## config.mk

```make
export PLATFORM = sky130hd
export DESIGN_NAME = mem_arbiter
export DESIGN_NICKNAME = d
export VERILOG_FILES = /design/src/rtl/mem_arbiter.sv
export SDC_FILE = /design/constraint.sdc
export NUM_CORES = 1
export LEC_CHECK = 0
export CAP_MARGIN = 30
export CORE_AREA = 2 2 149 151
export CTS_BUF_LIST = sky130_fd_sc_hd__clkbuf_8 sky130_fd_sc_hd__clkbuf_16
export DETAILED_ROUTE_END_ITERATION = 8
export DIE_AREA = 0 0 151 153
export PLACE_DENSITY = 0.59
export RECOVER_POWER = 50
export SYNTH_ARGS = -nofsm -noshare
export SYNTH_HDL_FRONTEND = slang
export SYNTH_SLANG_ARGS = --single-unit
export TNS_END_PERCENT = 1
```

## constraint.sdc

```tcl
create_clock -name clk -period 5 [get_ports clk]
set_input_delay 0.5 -clock clk [delete_from_list [all_inputs] [get_ports clk]]
set_output_delay 0.5 -clock clk [all_outputs]
set_load 0.01 [all_outputs]
```

## src/rtl/mem_arbiter.sv

```systemverilog
// Two-port req/ack arbiter in front of a single-port memory with fixed wait states.
// Define MEM_ARB_RR_EN for round-robin tie-breaking; otherwise port 0 has fixed priority.
module mem_arbiter #(
    parameter int unsigned AW   = 32,
    parameter int unsigned DW   = 32,
    parameter int unsigned WAIT = 1
) (
    input  logic          clk,
    input  logic          rst_n,
    input  logic          req0,
    input  logic          req1,
    input  logic          we0,
    input  logic          we1,
    input  logic [AW-1:0] addr0,
    input  logic [AW-1:0] addr1,
    input  logic [DW-1:0] wdata0,
    input  logic [DW-1:0] wdata1,
    output logic          ack0,
    output logic          ack1,
    output logic [DW-1:0] rdata,
    output logic          mem_rd,
    output logic          mem_wr,
    output logic [AW-1:0] mem_addr,
    output logic [DW-1:0] mem_wdata,
    input  logic [DW-1:0] mem_rdata,
    output logic          busy,
    output logic          owner
);

    typedef enum logic [1:0] {StIdle, StAccess, StDone} state_e;

    state_e        state_q;
    logic [3:0]    cnt_q;
    logic          last_q;

    logic          elig0, elig1;
    logic          grant;
    logic          start;
    logic          sel_we;
    logic [AW-1:0] sel_addr;
    logic [DW-1:0] sel_wdata;

    // In DONE the acked requester still holds req for this cycle, so it is masked out.
    always_comb begin
        elig0 = req0;
        elig1 = req1;
        if (state_q == StDone) begin
            if (owner) elig1 = 1'b0;
            else       elig0 = 1'b0;
        end
`ifdef MEM_ARB_RR_EN
        if (elig0 && elig1) grant = ~last_q;
        else                grant = elig1;
`else
        grant = ~elig0;
`endif
        start     = (elig0 | elig1) && (state_q == StIdle || state_q == StDone);
        sel_we    = grant ? we1    : we0;
        sel_addr  = grant ? addr1  : addr0;
        sel_wdata = grant ? wdata1 : wdata0;
    end

`ifndef MEM_ARB_RR_EN
    logic unused_last;
    assign unused_last = last_q;
`endif

    always_ff @(posedge clk or negedge rst_n) begin
        if (!rst_n) begin
            state_q   <= StIdle;
            cnt_q     <= '0;
            last_q    <= 1'b1;
            ack0      <= 1'b0;
            ack1      <= 1'b0;
            rdata     <= '0;
            mem_rd    <= 1'b0;
            mem_wr    <= 1'b0;
            mem_addr  <= '0;
            mem_wdata <= '0;
            busy      <= 1'b0;
            owner     <= 1'b0;
        end else begin
            ack0 <= 1'b0;
            ack1 <= 1'b0;
            unique case (state_q)
                StIdle: ;
                StAccess: begin
                    if (cnt_q == 4'd0) begin
                        if (mem_rd) rdata <= mem_rdata;
                        mem_rd  <= 1'b0;
                        mem_wr  <= 1'b0;
                        ack0    <= ~owner;
                        ack1    <= owner;
                        state_q <= StDone;
                    end else begin
                        cnt_q <= cnt_q - 4'd1;
                    end
                end
                StDone: begin
                    last_q <= owner;
                    if (!start) begin
                        state_q <= StIdle;
                        busy    <= 1'b0;
                    end
                end
                default: state_q <= StIdle;
            endcase
            // Shared by IDLE and DONE so back-to-back grants skip the IDLE bubble.
            if (start) begin
                state_q   <= StAccess;
                owner     <= grant;
                mem_addr  <= sel_addr;
                mem_wdata <= sel_wdata;
                mem_rd    <= ~sel_we;
                mem_wr    <= sel_we;
                cnt_q     <= 4'(WAIT);
                busy      <= 1'b1;
            end
        end
    end

endmodule
```

Word level (Yosys, flattened, before mapping)
Index checks and enable logic that the tools add are counted.
{ "classes": {"eq_ne": 5, "n_reduce_logical": 11, "n_addsub": 1, "bitwise": 4, "n_mux": 23} }
{ "op_table": {"columns": ["cell", "count"], "rows": [
  ["$mux 32", 2],
  ["$mux 1", 15],
  ["$mux 4", 3],
  ["$reduce_and 2->1", 3],
  ["$reduce_bool 2->1", 3],
  ["$logic_not 4->1", 1],
  ["$mux 2", 2],
  ["$ne 2x2->1 const B", 2],
  ["$pmux 2 s2", 1],
  ["$sub 4x1->4 const B", 1],
  ["$ne 3x3->1 const B", 1],
  ["$not 1->1", 3],
  ["$reduce_and 3->1", 1],
  ["$eq 2x1->1 const B", 1],
  ["$eq 2x2->1 const B", 1],
  ["$logic_not 2->1", 1],
  ["$logic_and 1x1->1", 1],
  ["$logic_or 1x1->1", 1],
  ["$or 1x1->1", 1]
]} }
{ "word_totals": {"inputBits": 166, "wordCells": 55, "regBits": 108} }

Depth between registers and ports, before layout
{ "logic_depth": {"ltp_word": 6, "depth_mapped": 6, "mapped_depth_nobuf": 5} }

Least setup slack after synthesis
OpenSTA, ideal clock, no wires.
{ "synth_timing": {"path_type": "input to register", "startpoint": "input req1", "endpoint": "register mem_addr[0]", "n_path_buf": 2, "stages": 5, "t_arrival_ns": 1.534, "setup_time_ns": 0.125, "slack_ns": 3.341, "path_cell_list": "a21boi_1 > o221a_1 > buf_6 > buf_6 > mux2_4"} }
{ "synth_between": {"elab_chain_cells": 4} }
{ "synth_lines": {"columns": ["element", "line", "rtl"], "rows": [
  ["start: declaration", "11", "input logic req1,"],
  ["$mux 1", "48", "if (owner) elig1 = 1'b0;"],
  ["$mux 1 *", "47", "if (state_q == StDone) begin"],
  ["$or 1x1->1 *", "57", "start = (elig0 | elig1) && (state_q == StIdle || state_q == StDone);"],
  ["$logic_and 1x1->1 *", "57", null],
  ["end signal: assignment", "112", "mem_addr <= sel_addr;"],
  ["end: declaration", "23", "output logic [AW-1:0] mem_addr,"]
]} }
Mark *: on every way between the ends. The rest lies on a longest branch, timed or not.
A chain may end at the register's enable or synchronous reset.

Worst setup path in the final report
{ "layout_timing": {"startpoint": "register owner", "endpoint": "register mem_addr[2]"} }
{ "layout_between": {"elab_chain_cells": 4, "word_cells_on_any_way": 7, "classes_between": "5 x mux; 1 x bitwise; 1 x reduce/logical"} }
{ "layout_lines": {"columns": ["element", "line", "rtl"], "rows": [
  ["start: declaration", "27", "output logic owner"],
  ["start signal: assignment", "111", "owner <= grant;"],
  ["$mux 1", "48", null],
  ["$mux 1", "47", null],
  ["$or 1x1->1", "57", null],
  ["$logic_and 1x1->1", "57", null]
]} }
Parallel ways exist; a longest one is shown, timed or not.

==> results.yml <==
place:
  dp_hpwl_microns: 13500
  routabilityCongestion: 0.749
  port-buffer-count: 267
  placed_cells: 1061
synth:
  ys_warn_count: 0
  async_reset_ff_share_pct: 100
  yosysMostFrequentCell: "dfrtp_1"
  synth_commonest_cells: "dfrtp_1, mux2_2, nand2_1, nand2b_1, o211ai_1"
  synth_top_area_share_pct: 42.8
  synthMuxAreaShare_pct: 19.1
  synth_flop_cell: "dfrtp_1"
  synth_area_sq_um: 6310
  ys_top_cells_by_area: "dfrtp_1, mux2_2, o211ai_1, nand4bb_1, nand2b_1"
  synth.avg_cell_area_sq_um: 11.3
  synthSimpleGateAreaFrac_pct: 23.8
  yosysTopAreaCell: "dfrtp_1"
  synth.yosys.seq_area_share_pct: 42.8
  synthAdderAreaFrac_pct: 0.396
  synthDistinctLibCells: 35
  synthCells: 557
  yosys_register_bits: 108
  syn_nets: 725
  synth-compound-area-share_pct: 9.25
  synth_xor_area_share_pct: 0.139
  synth_edf_count: 0
  synth_top_family_by_area: "simple AND/OR/NAND/NOR gates"
routing:
  avgRoutedWirePerCell_microns: 17.7
  drt-total-wl_microns: 19100
  route.detailed.drc: 0
  vias: 5230
  drtPass1Iterations: 4
  via_per_inst: 4.86
  ant_nets: 0
  drt-initial-drc-count: 236
final_layout:
  area_growth_pct: 50.1
  drive_gt1_share_pct: 16.3
  finalNonFillerCells: 1077
  fill_cells: 2079
  diodes: 0
  finalNetCount: 960
sta:
  clock_skew_ns: 0.0142
  worst_pin_slew_ns: 1.95
  fmax_ghz: 0.275
  rsz0062_at_grt: "no"
  fin_crit_ns: 3.63
  setup_tns_ns: 0
  finalMaxSlewViolations: 111
  finalSetupViolations: 0
  report.final.hold_viol_count: 0
  period_share_pct: 72.7
  slew-limit-headroom_pct: -30.3
global_route:
  grt_start_max_net_pins: 69
  grt_pass1_vias: 5403
  antenna_found_initial: 0
  grt_pass1_wl_microns: 30300
  grt_overflow_total: 0
  grt_usage_pct: 16.6
cts:
  cts_max_level: 3
  cts_buffers: 9
  cts_tree: "yes"
  clock_latency_ns: 0.36
  cts.repair.resized: 0
  cts_post_setup_buffers_inserted: 0
  cts-root-buf: "clkbuf_16"
  path_clk_slew_ns: 0.08
  hold_buffers: 0
  cts.sinks: 108
  clockBufferDepth: 2
status:
  outcome: "finished, violations left"
  violations: "max-capacitance violations, max-slew violations"
floorplan:
  dieArea_sq_um: 23100
  fp.dieW_microns: 151
  ios: 268
  start_util_pct: 29.4
  core_sq_um: 21500
  die_h_microns: 153
  rows: 54
power_and_ir_drop:
  power_leakage_uw: 0.00370
  power_density_nw_per_um2: 518
  ir_drop_mv: 0.212
critical_path:
  crit_required_ns: 5.24
  start_kind: "flop"
  crit_buf_inv: 2
  crit_slowest_cell: "clkbuf_1"
  crit_family: "buffers and inverters"
  cp.arrival_ns: 3.88
  crit_type: "reg -> reg"
  cpPeakStageDelay_ns: 1.22
  path_cells: "clkbuf_1 > a21boi_1 > o221a_4 > buf_4 > mux2_4"
  cp_max_fo: 50
  end_kind: "flop"
worst_hold_path:
  hp-class: "reg -> reg"
job:
  max_cap_viol_count: 3
==> flip-flops by register name, indices dropped and copies added (netlist names) <==
name,cells
ack0,1
ack1,1
busy,1
cnt_q,4
mem_addr,32
mem_rd,1
mem_wdata,32
mem_wr,1
owner,1
rdata,32
state_q,2
==> metal layers <==
layer / GRT usage (%) / part of all wire, % / vias up
li1: - / - / 2510
met1: 22.0 / 44 / 2536
met2: 26.7 / 47 / 166
met3: 5.01 / 7.2 / 18
met4: 4.05 / 1.8 / 0
met5: 0 / 0 / -
==> stage by stage <==
step	total power (uW)	hold WS, ns	area (sq um)	setup slack [ns]	utilization (%)
finish	4910	0.500	9480	1.37	44.1
global route	5220	0.515	9480	1.08	44.1
CTS	5070	0.100	9490	1.96	44.2
detailed placement	4260	0.490	9180	1.88	42.7
global placement	4250	0.488	9150	1.92	42.6
floorplan	2980	0.204	6310	3.34	-
==> area by class of cell <==
class / instances / area (sq um) / area share, %
Clock buffer: 10 / 239 / 2.52
Clock inverter: 6 / 75.1 / 0.792
Inverter: 4 / 15.0 / 0.158
Multi-Input combinational cell: 392 / 3340 / 35.2
Sequential cell: 108 / 2710 / 28.6
Tap cell: 280 / 350 / 3.70
Timing Repair Buffer: 277 / 2750 / 29.0
==> final timing paths <==
| path | start | to | slack (ns) | cells after the start |
|---|---|---|---|---|
| worst max-delay path | owner | mem_addr[2] | 1.37 | 5 |
| min in group asynchronous | rst_n | rdata[28] | 0.69 | 1 |
| worst min register to register | mem_wdata[12] | mem_wdata[12] | 0.50 | 1 |
| worst min-delay path | mem_wdata[12] | mem_wdata[12] | 0.50 | 1 |
| worst max register to register | owner | mem_addr[2] | 1.37 | 5 |
| max in group asynchronous | rst_n | mem_addr[28] | 1.90 | 2 |
==> layout by cell type, fill, tap and decap left out, types with 24 or more instances in the layout <==
cell type	instances
o211ai_1	65
mux2_4	27
nand2b_1	66
dfrtp_1	105
nand2_1	66
nand4bb_1	41
mux2_2	70
or4bb_1	24
dlygate4sd3_1	47
clkdlybuf4s50_1	218
==> power breakdown <==
group	switching (uW)	total [uW]	internal (uW)
Clock	360	773	413
Sequential	317	1630	1310
Combinational	999	2500	1510
==> kinds of logic after synthesis <==
group                    Yosys count
AO/OA/AOI/OAI                     79
XOR/XNOR                           1
adder cells (fa/ha/maj)            2
buffers and inverters             57
flip-flops                       108
multiplexers                      98
AND/OR/NAND/NOR                  212
Power figures use the tool's default switching activity.
==> edit 1 (same settings) <==
The 3 states of `state_e` get a one-hot encoding in 3 bits.
--- a/src/rtl/mem_arbiter.sv
+++ b/src/rtl/mem_arbiter.sv
@@ -28,5 +28,5 @@
 );
 
-    typedef enum logic [1:0] {StIdle, StAccess, StDone} state_e;
+    typedef enum logic [2:0] {StIdle = 3'b001, StAccess = 3'b010, StDone = 3'b100} state_e;
 
     state_e        state_q;
Function: same outputs for any inputs over 10 cycles, from zero or initial values and one cycle with rst_n low; not proved beyond that.
==> edit 1 against the original RTL <==
  * The run still ends with capacitance limit, slew limit left
  * Sequential share of layout area up 3.6 points
  * Design area fell by 10%
  * Routed wire length decreased by 27%
  * Global-route usage is 4.7 points lower
  * Synthesized area fell by 16%
  * Worst setup slack improved by 700 ps
  * Non-clock buffer count shrank 5
  * Sequential cell count grew 1
  * Power is 8.3% lower
  * Critical path type is now in -> async
  * Critical endpoint is now rdata[26]$_DFFE_PN0P_
  * Highest routed layer unchanged
==> edit 1: results (changes against the original RTL) <==
* Status: complete, but fails checks
* Failing checks: capacitance limit, slew limit
* Worst clock skew at 8.77 ps (-5.45 ps)
* Worst Max-Slew Pin Slew at 2730 ps (+774 ps)
* Placed insts at 864 (-19%)
* Pin count of the biggest net entering global routing at 61 (-12%)
* Via count at 3,630 (-31%)
* CP max stage delay at 1890 ps (+670 ps)
* Dpl hpwl at 10,600 um (-21%)
* ClkCell Share at 3.24% (-0.070 points)
* Max-slew violations at 51 (-54%)
* Initial DRC Count at 76 (-68%)
* DR pass1 iterations at 5 (+1)
* Power per Cell Area at 530 mW/mm^2 (+2.5%)
* Max-cap violations at 1 (-2)
* CP Max Fanout at 60 (+20%)
* Inverters at 3 (-1)
* Distinct cell type count after synthesis at 36 (+2.9%)
* Vias in the first global route at 4,026 (-25%)
* Number of synthesized register bits at 109 (+0.93%)
* Fraction of area in registers at 32.2% (+3.6 points)
* Buffering overhead at 32.2% (+3.2 points)
* Avg WL per Cell at 15.9 um (-10%)
* First-pass GRT wire length at 21,500 um (-29%)
* GP Congestion at 0.728 (-2.9%)
* Fraction of standard cell area in multi-input logic at 28.1% (-7.2 points)
* Nets@finish at 762 (-21%)
* Most instantiated cells after synthesis: dfrtp_1, mux2_2, mux2_4, buf_6, nor2_1
* Worst VDD drop at 0.000212 V (-0.10%)
* GRT Total Usage at 11.9% (-4.7 points)
* Syn Inst Count at 329 (-41%)
* Final std cells w/o fill at 879 (-18%)
* Mux share of post-synthesis cell area at 39.0% (+20 points)
* Pleak at 3.57 nW (-3.5%)
* Fraction of layout instances using a drive strength above 1 at 31.4% (+15 points)
* Top cells by area, synth: dfrtp_1, mux2_2, mux2_4, buf_6, a31oi_4
## edit 1: worst paths after layout
check                                                 end                     start  slack (ps)  cells past startpoint
worst min register to register   mem_wdata[1]$_DFFE_PN0P_  mem_wdata[1]$_DFFE_PN0P_         500                      1
worst min-delay path             mem_wdata[1]$_DFFE_PN0P_  mem_wdata[1]$_DFFE_PN0P_         500                      1
worst max register to register       rdata[7]$_DFFE_PN0P_    state_q[1]$_DFFE_PN0P_        2410                      5
worst max-delay path                rdata[26]$_DFFE_PN0P_                     rst_n        2070                      2
max in group clk                mem_wdata[24]$_DFFE_PN0P_                      req0        2350                      6
min in group asynchronous            rdata[5]$_DFFE_PN0P_                     rst_n        1010                      1
## edit 1: stage by stage
stage | setup slack, ps | power (W)
floorplan | 3140 | 0.00280
detailed placement | 2010 | 0.00396
global route | 1330 | 0.00479
CTS | 2380 | 0.00469
global placement | 2040 | 0.00392
finish | 2070 | 0.00450
## edit 1: power groups by stage
stage	clock, W	sequential, W	combinational [W]
2_1_floorplan	0	0.00178	0.00102
3_3_place_gp	0	0.00161	0.00231
3_5_place_dp	0	0.00162	0.00235
4_1_cts	0.000725	0.00162	0.00235
5_1_grt	0.000759	0.00166	0.00237
6_report	0.000682	0.00160	0.00222
## edit 1: cell families after synthesis
group / Yosys count
compound gates: 7
buf+inv: 20
fa+ha+maj: 1
mux: 163
flops: 109
xor+xnor: 4
simple gates: 25
## edit 1: per-layer routing
metal | GRT usage [%] | vias up | part of all wire (%)
met5 | 0 | - | 0
met4 | 3.47 | 0 | 1.1
met3 | 3.64 | 13 | 9.2
met2 | 20.8 | 153 | 50
met1 | 13.9 | 1754 | 40
li1 | - | 1710 | -
==> edit 2 (config.mk and constraints unchanged) <==
Made on the original files. The parameter `AW` goes from 32 to 64.
--- a/src/rtl/mem_arbiter.sv
+++ b/src/rtl/mem_arbiter.sv
@@ -2,5 +2,5 @@
 // Define MEM_ARB_RR_EN for round-robin tie-breaking; otherwise port 0 has fixed priority.
 module mem_arbiter #(
-    parameter int unsigned AW   = 32,
+    parameter int unsigned AW   = 64,
     parameter int unsigned DW   = 32,
     parameter int unsigned WAIT = 1
Ports: changed (resized addr0, addr1 and mem_addr); port bits go from 268 to 364. The function was not compared with the original's and may differ.
==> edit 2 against the original RTL <==
  * The run still ends with capacitance limit, slew limit left
  * Clock power up 76%
  * Count of clock-buffer cells in the layout up 9
  * Sequential cell count up 32
  * Sequential power up 30%
  * Sequential share of layout area down 1.1 points
  * Non-clock buffer count up 97
  * Clock skew down 4.9 ps
  * Design area up 35%
  * First-iteration DRC count up 26%
  * Synthesized area up 33%
  * Routed wire length up 46%
  * Worst setup slack better by 400 ps
  * Power up 39%
  * Highest routed layer unchanged
==> edit 2: results (changes against the original RTL) <==
* CP Max Fanout at 51 (+2.0%)
* GP Congestion at 0.775 (+3.4%)
* Fraction of layout instances using a drive strength above 1 at 16.4% (+0.11 points)
* Failing checks: capacitance limit, slew limit
* Avg WL per Cell at 20.2 um (+14%)
* Initial DRC Count at 298 (+26%)
* Status: complete, but fails checks
* Worst VDD drop at 0.000298 V (+40%)
* Post-synthesis sequential area ratio at 41.7% (-1.1 points)
* Net Count, Synth at 1,008 (+39%)
* Port bufs at 363 (+36%)
* Power per Cell Area at 535 mW/mm^2 (+3.3%)
* Worst-skew pair later-pin latency at 420 ps (+60 ps)
* Max-slew violations at 52 (-53%)
* Met3 usage at 8.78% (+3.8 points)
* GRT met1 Usage at 29.8% (+7.8 points)
* Worst Max-Slew Pin Slew at 2940 ps (+988 ps)
* Wl on met1 at 11,600 um (+39%)
* Max-cap violations at 1 (-2)
* Placed cell areas at 0.0121 sq mm (+32%)
* DR pass1 iterations at 5 (+1)
* Most instantiated cells after synthesis: dfrtp_1, mux2_2, nand2b_1, nand2_1, o211ai_1
* Pin count of the biggest net entering global routing at 119 (+72%)
* Fillers at 1,881 (-9.5%)
* Largest regs: mem_addr: 64 flops, mem_wdata: 32 flops, rdata: 32 flops
* Pleak at 4.91 nW (+33%)
* GRT Total Usage at 23.9% (+7.2 points)
* Top cells by area, synth: dfrtp_1, mux2_2, nand4bb_1, o211ai_1, nand2b_1
## edit 2: changes by cell type in the layout (fill, tap and decap cells not counted), sizes merged, moves of 3 or more
cell	before	now
o211ai	65	97
clkdlybuf4s50	218	294
inv	8	11
dlygate4sd3	47	67
diode	0	3
nand2b	67	99
nand4bb	41	90
clkbuf	13	21
nand2	66	98
dfrtp	108	140
mux2	97	129
or4bb	24	7
## edit 2: layout make-up
type / instances / area [sq um] / share of cell area [%]
antenna: 3 / 7.51 / 0.0588
multi-input combinational: 552 / 4540 / 35.5
sequential: 140 / 3510 / 27.5
tap: 280 / 350 / 2.74
clock buffer: 19 / 453 / 3.55
clock inverter: 13 / 179 / 1.40
timing repair buffer: 374 / 3720 / 29.1
inverter: 4 / 15.0 / 0.118
## edit 2: kinds of logic (layout without fill, tap and decap cells)
group	after synthesis	in the layout	share of synthesized area, %
other	0	3	0
multiplexers	130	130	17.7
adder cells (fa/ha/maj)	2	2	0.298
AND/OR/NAND/NOR	308	308	26.0
AO/OA/AOI/OAI	111	111	9.74
XOR/XNOR	1	1	0.104
flip-flops	140	140	41.7
buffers and inverters	84	410	4.48
## edit 2: worst paths after layout
path	cells past startpoint	end	start	slack, ps
worst max-delay path	2	mem_addr[19]$_DFFE_PN0P_	rst_n	1760
worst min-delay path	1	mem_wdata[7]$_DFFE_PN0P_	mem_wdata[7]$_DFFE_PN0P_	500
worst max register to register	4	rdata[18]$_DFFE_PN0P_	state_q[0]$_DFFE_PN0P_	2000
worst min register to register	1	mem_wdata[7]$_DFFE_PN0P_	mem_wdata[7]$_DFFE_PN0P_	500
max in group clk	2	owner	owner$_DFFE_PN0P_	1990
min in group asynchronous	1	mem_wdata[7]$_DFFE_PN0P_	rst_n	1030
